<file path="config.mk">
export PLATFORM = sky130hd
export DESIGN_NAME = cosine_controller_flat
export DESIGN_NICKNAME = d
export VERILOG_FILES = /design/src/rtl/cosine_pkg.sv /design/src/rtl/cosine_controller_if.sv /design/src/rtl/cosine_controller_cycle_counter.sv /design/src/rtl/cosine_controller.sv /design/src/flat_wrapper.sv
export SDC_FILE = /design/constraint.sdc
export NUM_CORES = 1
export LEC_CHECK = 0
export ABC_AREA = 1
export CAP_MARGIN = 25
export CORE_ASPECT_RATIO = 0.7
export CORE_MARGIN = 4
export CORE_UTILIZATION = 35
export CTS_CLUSTER_SIZE = 25
export DETAILED_ROUTE_END_ITERATION = 10
export PLACE_DENSITY = 0.7
export SYNTH_ARGS = -nofsm -noshare
export SYNTH_HDL_FRONTEND = slang
export SYNTH_SLANG_ARGS = --single-unit
</file>
<file path="constraint.sdc">
create_clock -name clk -period 1.3 [get_ports clk]
set_input_delay 0.26 -clock clk [delete_from_list [all_inputs] [get_ports clk]]
set_output_delay 0.26 -clock clk [all_outputs]
set_load 0.05 [all_outputs]
</file>
<file path="src/rtl/cosine_pkg.sv">
// rtl/cosine_pkg.sv - shared widths and state codes for the cosine/distance controller and datapath
//
// Purpose: single source of the 3-bit control codes the datapath decodes,
// plus the state and data widths shared by controller, interface and datapath.
// Ports: none (package).

package cosine_pkg;

  localparam int STATE_W = 3;
  localparam int DATA_W  = 16;

  // Codes 6 and 7 are never produced; the controller treats them as illegal.
  typedef enum logic [STATE_W-1:0] {
    ST_STANDBY     = 3'd0,
    ST_ALERT       = 3'd1,
    ST_START_CALC  = 3'd2,
    ST_ACCUMULATE  = 3'd3,
    ST_CALC_DIST   = 3'd4,
    ST_WAIT_DONE   = 3'd5
  } state_e;

endpackage

</file>
<file path="src/rtl/cosine_controller_if.sv">
// rtl/cosine_controller_if.sv - controller <-> datapath/consumer signal bundle
//
// Purpose: groups the request, datapath status, control code and result
// handshake signals of cosine_controller.
// Ports: none; signals are reached through the modports.
//   master : controller side (drives state/busy/result_valid/result/alarm/error)
//   slave  : datapath, sensor and result consumer side

interface cosine_controller_if;
  import cosine_pkg::*;

  logic                detect;
  logic                stop;
  logic                done;
  logic [DATA_W-1:0]   distance;
  logic                result_ack;

  logic [STATE_W-1:0]  state;
  logic                busy;
  logic                result_valid;
  logic [DATA_W-1:0]   result;
  logic                alarm;
  logic                error;

  modport master (
    input  detect, stop, done, distance, result_ack,
    output state, busy, result_valid, result, alarm, error
  );

  modport slave (
    output detect, stop, done, distance, result_ack,
    input  state, busy, result_valid, result, alarm, error
  );

endinterface

</file>
<file path="src/rtl/cosine_controller_cycle_counter.sv">
// rtl/cosine_controller_cycle_counter.sv - up-counter with sync clear, enable and terminal compare
//
// Purpose: dwell counter shared by the Alert qualify count and the
// Accumulate/WaitDone timeouts.
// Ports:
//   clk        in  clock
//   rst        in  asynchronous active-high reset
//   clr_i      in  synchronous clear (has priority over enable)
//   en_i       in  count enable
//   terminal_i in  WIDTH  compare value
//   tc_o       out count equals terminal_i

module cycle_counter #(
  parameter int WIDTH = 8
) (
  input  logic             clk,
  input  logic             rst,
  input  logic             clr_i,
  input  logic             en_i,
  input  logic [WIDTH-1:0] terminal_i,
  output logic             tc_o
);

  logic [WIDTH-1:0] count_q;

  always_ff @(posedge clk or posedge rst) begin
    if (rst) begin
      count_q <= '0;
    end else if (clr_i) begin
      count_q <= '0;
    end else if (en_i) begin
      count_q <= count_q + 1'b1;
    end
  end

  assign tc_o = (count_q == terminal_i);

endmodule

</file>
<file path="src/rtl/cosine_controller.sv">
// rtl/cosine_controller.sv - sequencer for one cosine/distance measurement per qualified detect
//
// Purpose: debounces detect, steps the datapath through its control codes,
// guards accumulation and completion with timeouts, and returns the distance
// through a valid/ack handshake with a threshold alarm.
// Ports:
//   clk         in  clock, rising edge
//   asyncclear  in  asynchronous active-high reset
//   bus         master modport: detect/stop/done/distance/result_ack in,
//               state/busy/result_valid/result/alarm/error out

module cosine_controller
  import cosine_pkg::*;
#(
  parameter int                ALERT_CYCLES = 2,
  parameter int                ACC_TIMEOUT  = 12,
  parameter int                DONE_TIMEOUT = 4,
  parameter logic [DATA_W-1:0] THRESHOLD    = 16'h0800
) (
  input  logic                 clk,
  input  logic                 asyncclear,
  cosine_controller_if.master  bus
);

  localparam int CNT_W = 8;

  // The counter starts at 0 on state entry, so the Nth cycle in a state sees N-1.
  localparam logic [CNT_W-1:0] ALERT_TC = CNT_W'(ALERT_CYCLES - 1);
  localparam logic [CNT_W-1:0] ACC_TC   = CNT_W'(ACC_TIMEOUT - 1);
  localparam logic [CNT_W-1:0] DONE_TC  = CNT_W'(DONE_TIMEOUT - 1);

  state_e             state_q, state_d;
  logic               busy_q;
  logic               result_valid_q;
  logic [DATA_W-1:0]  result_q;
  logic               alarm_q;
  logic               error_q;

  logic               cnt_en;
  logic               cnt_clr;
  logic [CNT_W-1:0]   cnt_terminal;
  logic               cnt_tc;

  logic               accept;
  logic               capture;
  logic               timeout;

  cycle_counter #(.WIDTH(CNT_W)) u_cycle_counter (
    .clk        (clk),
    .rst        (asyncclear),
    .clr_i      (cnt_clr),
    .en_i       (cnt_en),
    .terminal_i (cnt_terminal),
    .tc_o       (cnt_tc)
  );

  always_comb begin
    state_d      = state_q;
    cnt_en       = 1'b0;
    cnt_terminal = '0;
    accept       = 1'b0;
    capture      = 1'b0;
    timeout      = 1'b0;
    case (state_q)
      ST_STANDBY: begin
        // A pending result blocks new requests; they are dropped, not queued.
        if (bus.detect && !result_valid_q) begin
          state_d = ST_ALERT;
          accept  = 1'b1;
        end
      end
      ST_ALERT: begin
        cnt_en       = 1'b1;
        cnt_terminal = ALERT_TC;
        if (!bus.detect) begin
          state_d = ST_STANDBY;
        end else if (cnt_tc) begin
          state_d = ST_START_CALC;
        end
      end
      ST_START_CALC: begin
        state_d = ST_ACCUMULATE;
      end
      ST_ACCUMULATE: begin
        cnt_en       = 1'b1;
        cnt_terminal = ACC_TC;
        // stop is tested first so it wins over a coincident timeout.
        if (bus.stop) begin
          state_d = ST_CALC_DIST;
        end else if (cnt_tc) begin
          state_d = ST_STANDBY;
          timeout = 1'b1;
        end
      end
      ST_CALC_DIST: begin
        state_d = ST_WAIT_DONE;
      end
      ST_WAIT_DONE: begin
        cnt_en       = 1'b1;
        cnt_terminal = DONE_TC;
        if (bus.done) begin
          state_d = ST_STANDBY;
          capture = 1'b1;
        end else if (cnt_tc) begin
          state_d = ST_STANDBY;
          timeout = 1'b1;
        end
      end
      default: begin
        state_d = ST_STANDBY;
      end
    endcase
  end

  // Every state change restarts the dwell count for the state being entered.
  assign cnt_clr = (state_d != state_q);

  always_ff @(posedge clk or posedge asyncclear) begin
    if (asyncclear) begin
      state_q        <= ST_STANDBY;
      busy_q         <= 1'b0;
      result_valid_q <= 1'b0;
      result_q       <= '0;
      alarm_q        <= 1'b0;
      error_q        <= 1'b0;
    end else begin
      state_q <= state_d;
      busy_q  <= (state_d != ST_STANDBY);

      // Capture beats ack; result and alarm otherwise hold until the next capture.
      if (capture) begin
        result_q       <= bus.distance;
        alarm_q        <= (bus.distance < THRESHOLD);
        result_valid_q <= 1'b1;
      end else if (bus.result_ack) begin
        result_valid_q <= 1'b0;
      end

      if (timeout) begin
        error_q <= 1'b1;
      end else if (accept) begin
        error_q <= 1'b0;
      end
    end
  end

  assign bus.state        = state_q;
  assign bus.busy         = busy_q;
  assign bus.result_valid = result_valid_q;
  assign bus.result       = result_q;
  assign bus.alarm        = alarm_q;
  assign bus.error        = error_q;

endmodule

</file>
<file path="src/flat_wrapper.sv">
// flat-port wrapper written by rule: the top's interface ports become plain ports
module cosine_controller_flat import cosine_pkg::*;
#(
  parameter int                ALERT_CYCLES = 2,
  parameter int                ACC_TIMEOUT  = 12,
  parameter int                DONE_TIMEOUT = 4,
  parameter logic [DATA_W-1:0] THRESHOLD    = 16'h0800
)
  (clk, asyncclear, bus_detect, bus_stop, bus_done, bus_distance, bus_result_ack, bus_state, bus_busy, bus_result_valid, bus_result, bus_alarm, bus_error);
  cosine_controller_if bus_i ();
  input  logic clk;
  input  logic asyncclear;
  input wire logic [$bits(bus_i.detect)-1:0] bus_detect;
  input wire logic [$bits(bus_i.stop)-1:0] bus_stop;
  input wire logic [$bits(bus_i.done)-1:0] bus_done;
  input wire logic [$bits(bus_i.distance)-1:0] bus_distance;
  input wire logic [$bits(bus_i.result_ack)-1:0] bus_result_ack;
  output wire logic [$bits(bus_i.state)-1:0] bus_state;
  output wire logic [$bits(bus_i.busy)-1:0] bus_busy;
  output wire logic [$bits(bus_i.result_valid)-1:0] bus_result_valid;
  output wire logic [$bits(bus_i.result)-1:0] bus_result;
  output wire logic [$bits(bus_i.alarm)-1:0] bus_alarm;
  output wire logic [$bits(bus_i.error)-1:0] bus_error;
  assign bus_i.detect = bus_detect;
  assign bus_i.stop = bus_stop;
  assign bus_i.done = bus_done;
  assign bus_i.distance = bus_distance;
  assign bus_i.result_ack = bus_result_ack;
  assign bus_state = bus_i.state;
  assign bus_busy = bus_i.busy;
  assign bus_result_valid = bus_i.result_valid;
  assign bus_result = bus_i.result;
  assign bus_alarm = bus_i.alarm;
  assign bus_error = bus_i.error;
  cosine_controller #(.ALERT_CYCLES(ALERT_CYCLES), .ACC_TIMEOUT(ACC_TIMEOUT), .DONE_TIMEOUT(DONE_TIMEOUT), .THRESHOLD(THRESHOLD)) u_core (.clk(clk), .asyncclear(asyncclear), .bus(bus_i));
endmodule
</file>
* After elaboration in Yosys (flattened, before gate mapping)
Index checks and enable logic that the tools add are counted.
** Storage, ports and cells
- Register bits after elaboration :: 31
- Input bits :: 22
- Word-level logic and storage cells :: 47
** Operators by class
- Add/sub/neg operators :: 1
- $lt $le $gt $ge :: 1
- Equal/unequal tests :: 7
- Multiplexer cells :: 23
- Reductions and logical operators :: 8
** Operator list (count)
- 3-bit 2-to-1 mux :: 6
- 3-bit case mux with 6 select lines :: 1
- 16-bit by 12-bit less-than comparator with 1-bit output (second input constant) :: 1
- 8-bit 2-to-1 mux :: 2
- 1-bit 2-to-1 mux :: 12
- 4-bit case mux with 3 select lines :: 1
- 8-bit by 1-bit adder with 8-bit output (second input constant) :: 1
- 8-bit equality test :: 1
- 3-bit by 2-bit equality test with 1-bit output (second input constant) :: 2
- 3-bit equality test (second input constant) :: 2
- 2-bit nonzero test :: 3
- 3-bit by 1-bit equality test with 1-bit output (second input constant) :: 1
- 3-bit logical NOT :: 1
- 3-bit inequality test :: 1
- 3-bit nonzero test :: 1
- 3-bit OR reduction :: 1
- 1-bit case mux with 2 select lines :: 1
- 1-bit logical AND :: 1
- 1-bit logical NOT :: 1

* Logic depth before layout (Yosys ltp)
- Word-level depth :: 8
- Mapped depth :: 11
- Depth with buffers taken out :: 10

* Hierarchy
From an unflattened synthesis, not the netlist that was laid out.
** Unflattened totals
- Cells, all modules :: 190
- Area, all modules :: 1669.1 sq um
** Modules (own cells, without submodules)
- cosine_controller :: times used 1, cells an instance 112, area an instance 1108.6 sq um, sequential area each 575.6 sq um
- cycle_counter :: times used 1, cells an instance 78, area an instance 560.5 sq um, sequential area each 200.2 sq um

* Worst setup path before layout
OpenSTA, ideal clock, no wires.
- Kind :: reg2reg
- Start point :: register u_core.state_q[0] (netlist: u_core.bus.state[0])
- End point :: register u_core.u_cycle_counter.count_q[0]
- Data arrival time :: 1708 ps
- Path slack :: -533 ps
- Stages on the path, launching flop included :: 10
- Cells stage by stage :: dfrtp_1 -> buf_4 -> inv_2 -> a21oi_2 -> xor2_1 -> nand3_2 -> nand2_1 -> nand3_1 -> nand2_2 -> nor2_1
** Between the ends
- Longest elaborated chain between the ends :: 8
- Elaborated cells on any way between the ends :: 20
- Classes of those cells :: 7 x eq/ne; 10 x mux; 3 x reduce/logical
** Ends and longest elaborated chain
- from (decl) :: RTL line cosine_controller.sv:32 : state_e state_q, state_d;
- from (signal assigned) :: RTL line cosine_controller.sv:127 : state_q <= state_d;
- 3-bit equality test (tied with other cells) :: RTL line cosine_controller.sv:64 : case (state_q)
- 4-bit case mux with 3 select lines :: RTL line cosine_controller.sv:64
- 8-bit equality test :: RTL line cosine_controller_cycle_counter.sv:36 : assign tc_o = (count_q == terminal_i);
- 3-bit 2-to-1 mux, on equally long branches :: RTL line cosine_controller.sv:90, cosine_controller.sv:104, cosine_controller.sv:77
- 3-bit 2-to-1 mux, on equally long branches :: RTL line cosine_controller.sv:101, cosine_controller.sv:75, cosine_controller.sv:88
- 3-bit case mux with 6 select lines :: RTL line cosine_controller.sv:64
- 3-bit inequality test :: RTL line cosine_controller.sv:116 : assign cnt_clr = (state_d != state_q);
- 8-bit 2-to-1 mux or 2-bit nonzero test (tied branches)
- to (signal assigned) :: RTL line cosine_controller_cycle_counter.sv:32 : count_q <= count_q + 1'b1;
- to (decl) :: RTL line cosine_controller_cycle_counter.sv:24 : logic [WIDTH-1:0] count_q;
Several ways; a longest one is shown, not always the timed one.
A chain may end at the register's enable or synchronous reset.

* Worst setup path after layout
- Start point :: register u_core.state_q[1] (netlist: u_core.bus.state[1])
- End point :: register u_core.u_cycle_counter.count_q[7]
The elaborated chain is that of the path after synthesis.

==> qor.yml <==
status:
  outcome: "complete, but fails checks"
  violations: "setup timing"
place:
  globalplace.congestion: 0.9243
  hpwl_mm: 2.749
  port_buffers: 44
  dpl.cell_count: 266
timing:
  finalCritPeriodShare_pct: 119.6
  fin_crit_ns: 1.554
  slew_headroom_pct: 81.95
  final.setup.worst_slack_ns: -0.2543
  worstMarginPinSlew_ns: 0.2685
  hold_viol: 0
  slew_violations: 0
  fmax_mhz: 643.4
  rsz0062_at_grt: "yes"
  finalSetupViolCount: 32
  clock_skew_ns: 0.008547
logic_synthesis:
  synth_top_area_cell: "dfrtp_1"
  synth.area.top_cells: "dfrtp_1 55%, mux2_2 12%, nand2_1 6.3%"
  async_reset_ff_share_pct: 100.0
  synth_cells: 143
  synth.avg_cell_area_sq_um: 9.940
  yosysWarnings: 0
  ys_top_cells_by_count: "31 x dfrtp_1, 24 x nand2_1, 18 x nor2_1"
  synth.top_cell.area_share_pct: 54.58
  syn-num-nets: 166
  synth_most_common_cell: "dfrtp_1"
  synth_area_sq_mm: 0.001421
  synth_edf_count: 0
  yosysSeqAreaShare_pct: 54.58
  ys_types: 23
  ys.flop_type: "dfrtp_1"
  ys_seq_elements: 31
routing:
  drc: 0
  firstDrtPassIters: 4
  via_count: 1312
  post_drt_wl_per_cell_um: 14.26
  wl_mm: 4.006
  drt-initial-drc-count: 55
  ant_nets: 0
  via_per_inst: 4.669
setup_path:
  crit_required_ns: 1.47
  worstPathCellList: "a21oi_4, xor2_2, nand3_4, nand2_2, nand3_2, nand2_4, nor2_1"
  critPathMaxStageDelay_ns: 0.48
  cp_max_fo: 8
  crit_buf_inv: 0
  cpMaxStageDelayCell: "dfrtp_2"
  worst_path_dominant_cell_family: "simple AND/OR/NAND/NOR gates"
  crit_path_end_kind: "register"
  critPathLaunchType: "register"
  cp.arrival_ns: 1.73
  path_class: "register to register"
grt:
  grt_overflow_total: 0
  grt_max_degree: 32
  grt_pass1_vias: 1263
  grt_usage_pct: 14.97
  antenna_found_initial: 0
  grt_pass1_wl_mm: 5.782
final_layout:
  drive_gt1_share_pct: 48.91
  synthToLayoutAreaGrowth_pct: 91.02
  post-route-util_pct: 69.22
  fin_cells: 281
  diodes: 0
  fin_nets: 251
die:
  die_area_sq_mm: 0.005161
  die_y_um: 61.32
  rows: 19
  initial_core_util_pct: 36.24
  ioPinCount: 45
  core_area_sq_mm: 0.003923
  die_w_um: 84.17
clocking:
  cts_tree: "built"
  holdBufCountCts: 0
  cts_buffer_depth: 2
  htreeDepth: 2
  cts.sinks: 31
  cts-root-buf: "clkbuf_8"
  clk_pin_slew_ns: 0.07
  clock_latency_ns: 0.29
  cts_inserted_buffers: 5
worst_hold_path:
  worstHoldPathType: "primary input to asynchronous set/reset pin"
power_and_ir_drop:
  seqPwrFrac_pct: 24.5
  p_sw_mw: 2.666
  sw_frac_of_total_pct: 41.08
  p_int_mw: 3.823
  p_per_area_mw_per_mm2: 2390
  pwr-share-clk_pct: 13.0
  vdd_drop_max_mv: 1.515
  p_leak_nw: 1.331
  p_comb_share_pct: 62.6
flow_run:
  cap_violations: 0
## layout make-up
class / count / area [sq um]
multi-input cells: 93 / 711.9
repair buffers: 80 / 988.4
flip-flops and latches: 31 / 779.5
well taps: 52 / 65.06
inverters: 17 / 66.31
fillers: 291 / 1207
clock buffers: 7 / 96.34
clock inverters: 1 / 7.507
## cells by family after synthesis
family	share of synthesized area (%)
adders and majority gates	0.8801
AOI/OAI and AO/OA	4.842
DFF	54.58
buffers and inverters	5.369
xor gates and xnor gates	3.697
and+or+nand+nor	18.75
muxes	11.88
## worst register-to-register path: stages, from the launching register on
cell     delay, ns
dfrtp_2       0.48
a21oi_4       0.20
xor2_2        0.22
nand3_4       0.14
nand2_2       0.12
nand3_2       0.09
nand2_4       0.13
nor2_1        0.07
## power by group through the flow
stage / clock (mW) / sequential, mW / combinational [mW]
final: 0.842 / 1.59 / 4.06
after global routing: 0.908 / 1.62 / 4.26
after CTS: 0.865 / 1.57 / 3.61
after detailed placement: 0 / 1.59 / 3.40
after global placement: 0 / 1.56 / 3.36
after floorplan: 0 / 2.29 / 0.841
## metrics by stage
stage	setup slack (ns)	cell area [sq um]	total power [mW]	TNS, ns	hold slack, ns
6_report	-0.2543	2715	6.489	-5.709	0.3205
5_1_grt	-0.3431	2715	6.797	-7.358	0.3268
3_5_place_dp	-0.2880	2401	4.990	-5.958	0.5613
3_3_place_gp	-0.2754	2401	4.924	-5.670	0.5262
2_1_floorplan	-0.3307	1441	3.135	-6.321	0.3564
4_1_cts	-0.2180	2571	6.040	-5.274	0.3266
## metal layers
metal,global-route usage (%),vias to the layer above,part of all wire (%)
met5,0,-,0
met4,3.670,0,0.77
met3,8.556,3,9.9
met2,24.72,47,49
met1,17.24,630,41
li1,-,632,-
## layout by cell type (no fill, tap or decap), types with 5 or more instances in the layout
master | synthesis | final
buf_6 | 0 | 6
nor2_1 | 18 | 9
nand2_1 | 24 | 20
inv_1 | 16 | 15
buf_12 | 0 | 25
mux2_4 | 0 | 13
dfrtp_1 | 31 | 28
xor2_1 | 6 | 5
buf_4 | 1 | 28
clkbuf_8 | 0 | 7
nor2_2 | 1 | 9
clkdlybuf4s50_1 | 0 | 21
nand3_1 | 10 | 6
## final timing paths
| kind | cells past startpoint | end | slack [ns] | from |
|---|---|---|---|---|
| worst max-delay path | 7 | u_core.u_cycle_counter.count_q[7] | -0.25 | u_core.bus.state[1] |
| worst min-delay path | 3 | u_core.bus.result_valid | 0.32 | asyncclear |
| worst max register to register | 7 | u_core.u_cycle_counter.count_q[7] | -0.25 | u_core.bus.state[1] |
| worst min register to register | 2 | u_core.bus.result[15] | 0.57 | u_core.bus.result[15] |
| max in group asynchronous | 3 | u_core.bus.state[1] | 0.79 | asyncclear |
| min in group clk | 2 | u_core.bus.result_valid | 0.52 | bus_result_ack |
## what timing repair did
action | 4_1_cts | 5_1_grt
setup buffers | 3 | 4
pin swaps | 6 | 9
resized for setup | 12 | 32
setup endpoints to repair | 31 | 33
endpoints found under the hold margin | 0 | 0
## state kept, by name (all words and copies together), names as in the netlist
register / flops
u_core.bus.alarm: 1
u_core.bus.busy: 1
u_core.bus.error: 1
u_core.bus.result_valid: 1
u_core.u_cycle_counter.count_q: 8
u_core.bus.state: 3
u_core.bus.result: 16
No activity file was read; power rests on OpenSTA's default activity.
==> RTL edit 1, RTL diff (same settings) <==
Set the package constant `DATA_W` to 32 (it was 16).
--- a/src/rtl/cosine_pkg.sv
+++ b/src/rtl/cosine_pkg.sv
@@ -7,7 +7,7 @@
 package cosine_pkg;
 
   localparam int STATE_W = 3;
-  localparam int DATA_W  = 16;
+  localparam int DATA_W  = 32;
 
   // Codes 6 and 7 are never produced; the controller treats them as illegal.
   typedef enum logic [STATE_W-1:0] {
Interface: changed (resized bus_distance and bus_result); port bits go from 45 to 77. The function was not compared with the original's and may differ.
==> RTL edit 1 against the unedited design <==
The flow still finishes with violations (negative setup slack); final area grew 48%; setup slack gained 0.020 ns; combinational power grew 58%; routed wire length grew 57%; synthesized area grew 49%; worst hold slack gained 0.061 ns; count of clock-buffer cells in the layout is the same; total power grew 52%; sequential cell count grew 16; critical endpoint is now u_core.u_cycle_counter.count_q[6]$_DFFE_PP0P_; largest cell class unchanged.
==> RTL edit 1: results (changes against the unedited design) <==
status=complete, but fails checks (unchanged); failing checks=negative setup slack (unchanged); first-pass GRT wire length=9.328 mm (was 5.782 mm); Flop+latch power=2.63 mW (was 1.59 mW); switching share of total power=43.11% (was 41.08%); Slew HR=81.55% (was 81.95%); fillcell total=410 (was 291); Placement Setup Slack=-0.2410 ns (was -0.2880 ns); HPWL after DPL=4.281 mm (was 2.749 mm); Placer Congestion=0.9013 (was 0.9243); 1st-pass router iterations=5 (was 4); vias per cell=4.668 (was 4.669); Pleak=1.949 nW (was 1.331 nW); CP Launch Point=u_core.bus.state[0]$_DFF_PP0_ (was u_core.bus.state[1]$_DFF_PP0_); fraction of layout cells with a size suffix above 1=43.28% (was 48.91%); max FFs per register=32 (was 16); Final setup viols=50 (was 32); Total GRT Usage=16.16% (was 14.97%); number of global-route vias before repair=1864 (was 1263); Clk pwr share=8.6% (was 13.0%); 1st-iter DRT viols=58 (was 55); final WL=6.307 mm (was 4.006 mm); Arr. time, crit path=1.71 ns (was 1.73 ns); top post-synthesis cells by count=dfrtp_1, nand2_1, inv_1 (was dfrtp_1, nand2_1, nor2_1); top post-synthesis cells by area=dfrtp_1, mux2_2, nand2_1 (unchanged); setup ws final=-0.2340 ns (was -0.2543 ns); Syn Inst Count=212 (was 143); largest net degree at the start of global routing=48 (was 32); DP Area=3613 µm² (was 2401 µm²); nets=373 (was 251); WL/cell=15.38 µm (was 14.26 µm); Seq/Total Area, Yosys=55.49% (was 54.58%); Peak VDD IR=1.412 mV (was 1.515 mV)
## RTL edit 1: final timing paths
path	endpoint	slack [ns]	cells past startpoint
setup / recovery	u_core.u_cycle_counter.count_q[6]$_DFFE_PP0P_	-0.23	7
hold / removal	u_core.bus.busy$_DFF_PP0_	0.38	3
setup reg to reg	u_core.u_cycle_counter.count_q[6]$_DFFE_PP0P_	-0.23	7
hold reg to reg	u_core.bus.alarm$_DFFE_PP0P_	0.55	2
max in group asynchronous	u_core.bus.result[0]$_DFFE_PP0P_	0.70	3
min in group clk	u_core.bus.result_valid$_DFFE_PP0P_	0.54	2
## RTL edit 1: routing by layer
layer  routed length (µm)  share of wire (%)  GRT usage [%]
met1                 2870                 46          22.69
met2                 2913                 46          25.31
met3                  462                7.3          4.871
met4                   60               0.95          2.507
met5                    0                  0              0
## RTL edit 1: timing repair
action,in CTS,in global routing
setup endpoints to repair,49,50
gates resized for setup,20,26
cloned,2,3
pin swaps,8,7
setup buffers,7,1
## RTL edit 1: cell type report
cell class                      instances  area [µm²]  area share (%)
Timing Repair Buffer                  121        1632           40.58
Sequential cell                        47        1180           29.35
Multi-Input combinational cell        133       932.1           23.19
Inverter                               26       101.3           2.521
Tap cell                               75       93.84           2.334
Clock buffer                            7       76.32           1.899
Clock inverter                          1       5.005          0.1245
## RTL edit 1: critical path: stages, from the launching register on
cell,delay [ns]
dfrtp_2,0.46
buf_6,0.14
buf_4,0.13
inv_1,0.05
o31ai_1,0.29
nand3_2,0.14
nand2_4,0.14
nor2_1,0.06
## RTL edit 1: cell families (layout without fill, tap and decap cells)
group           Yosys count  count (layout)  synth area share (%)
simple gates             87              87                 19.48
fa+ha+maj                 1               1                0.5902
compound gates           20              20                 5.018
buf+inv                  32             155                 6.848
xor+xnor                  6               6                 2.479
flops                    47              47                 55.49
mux                      19              19                 10.09
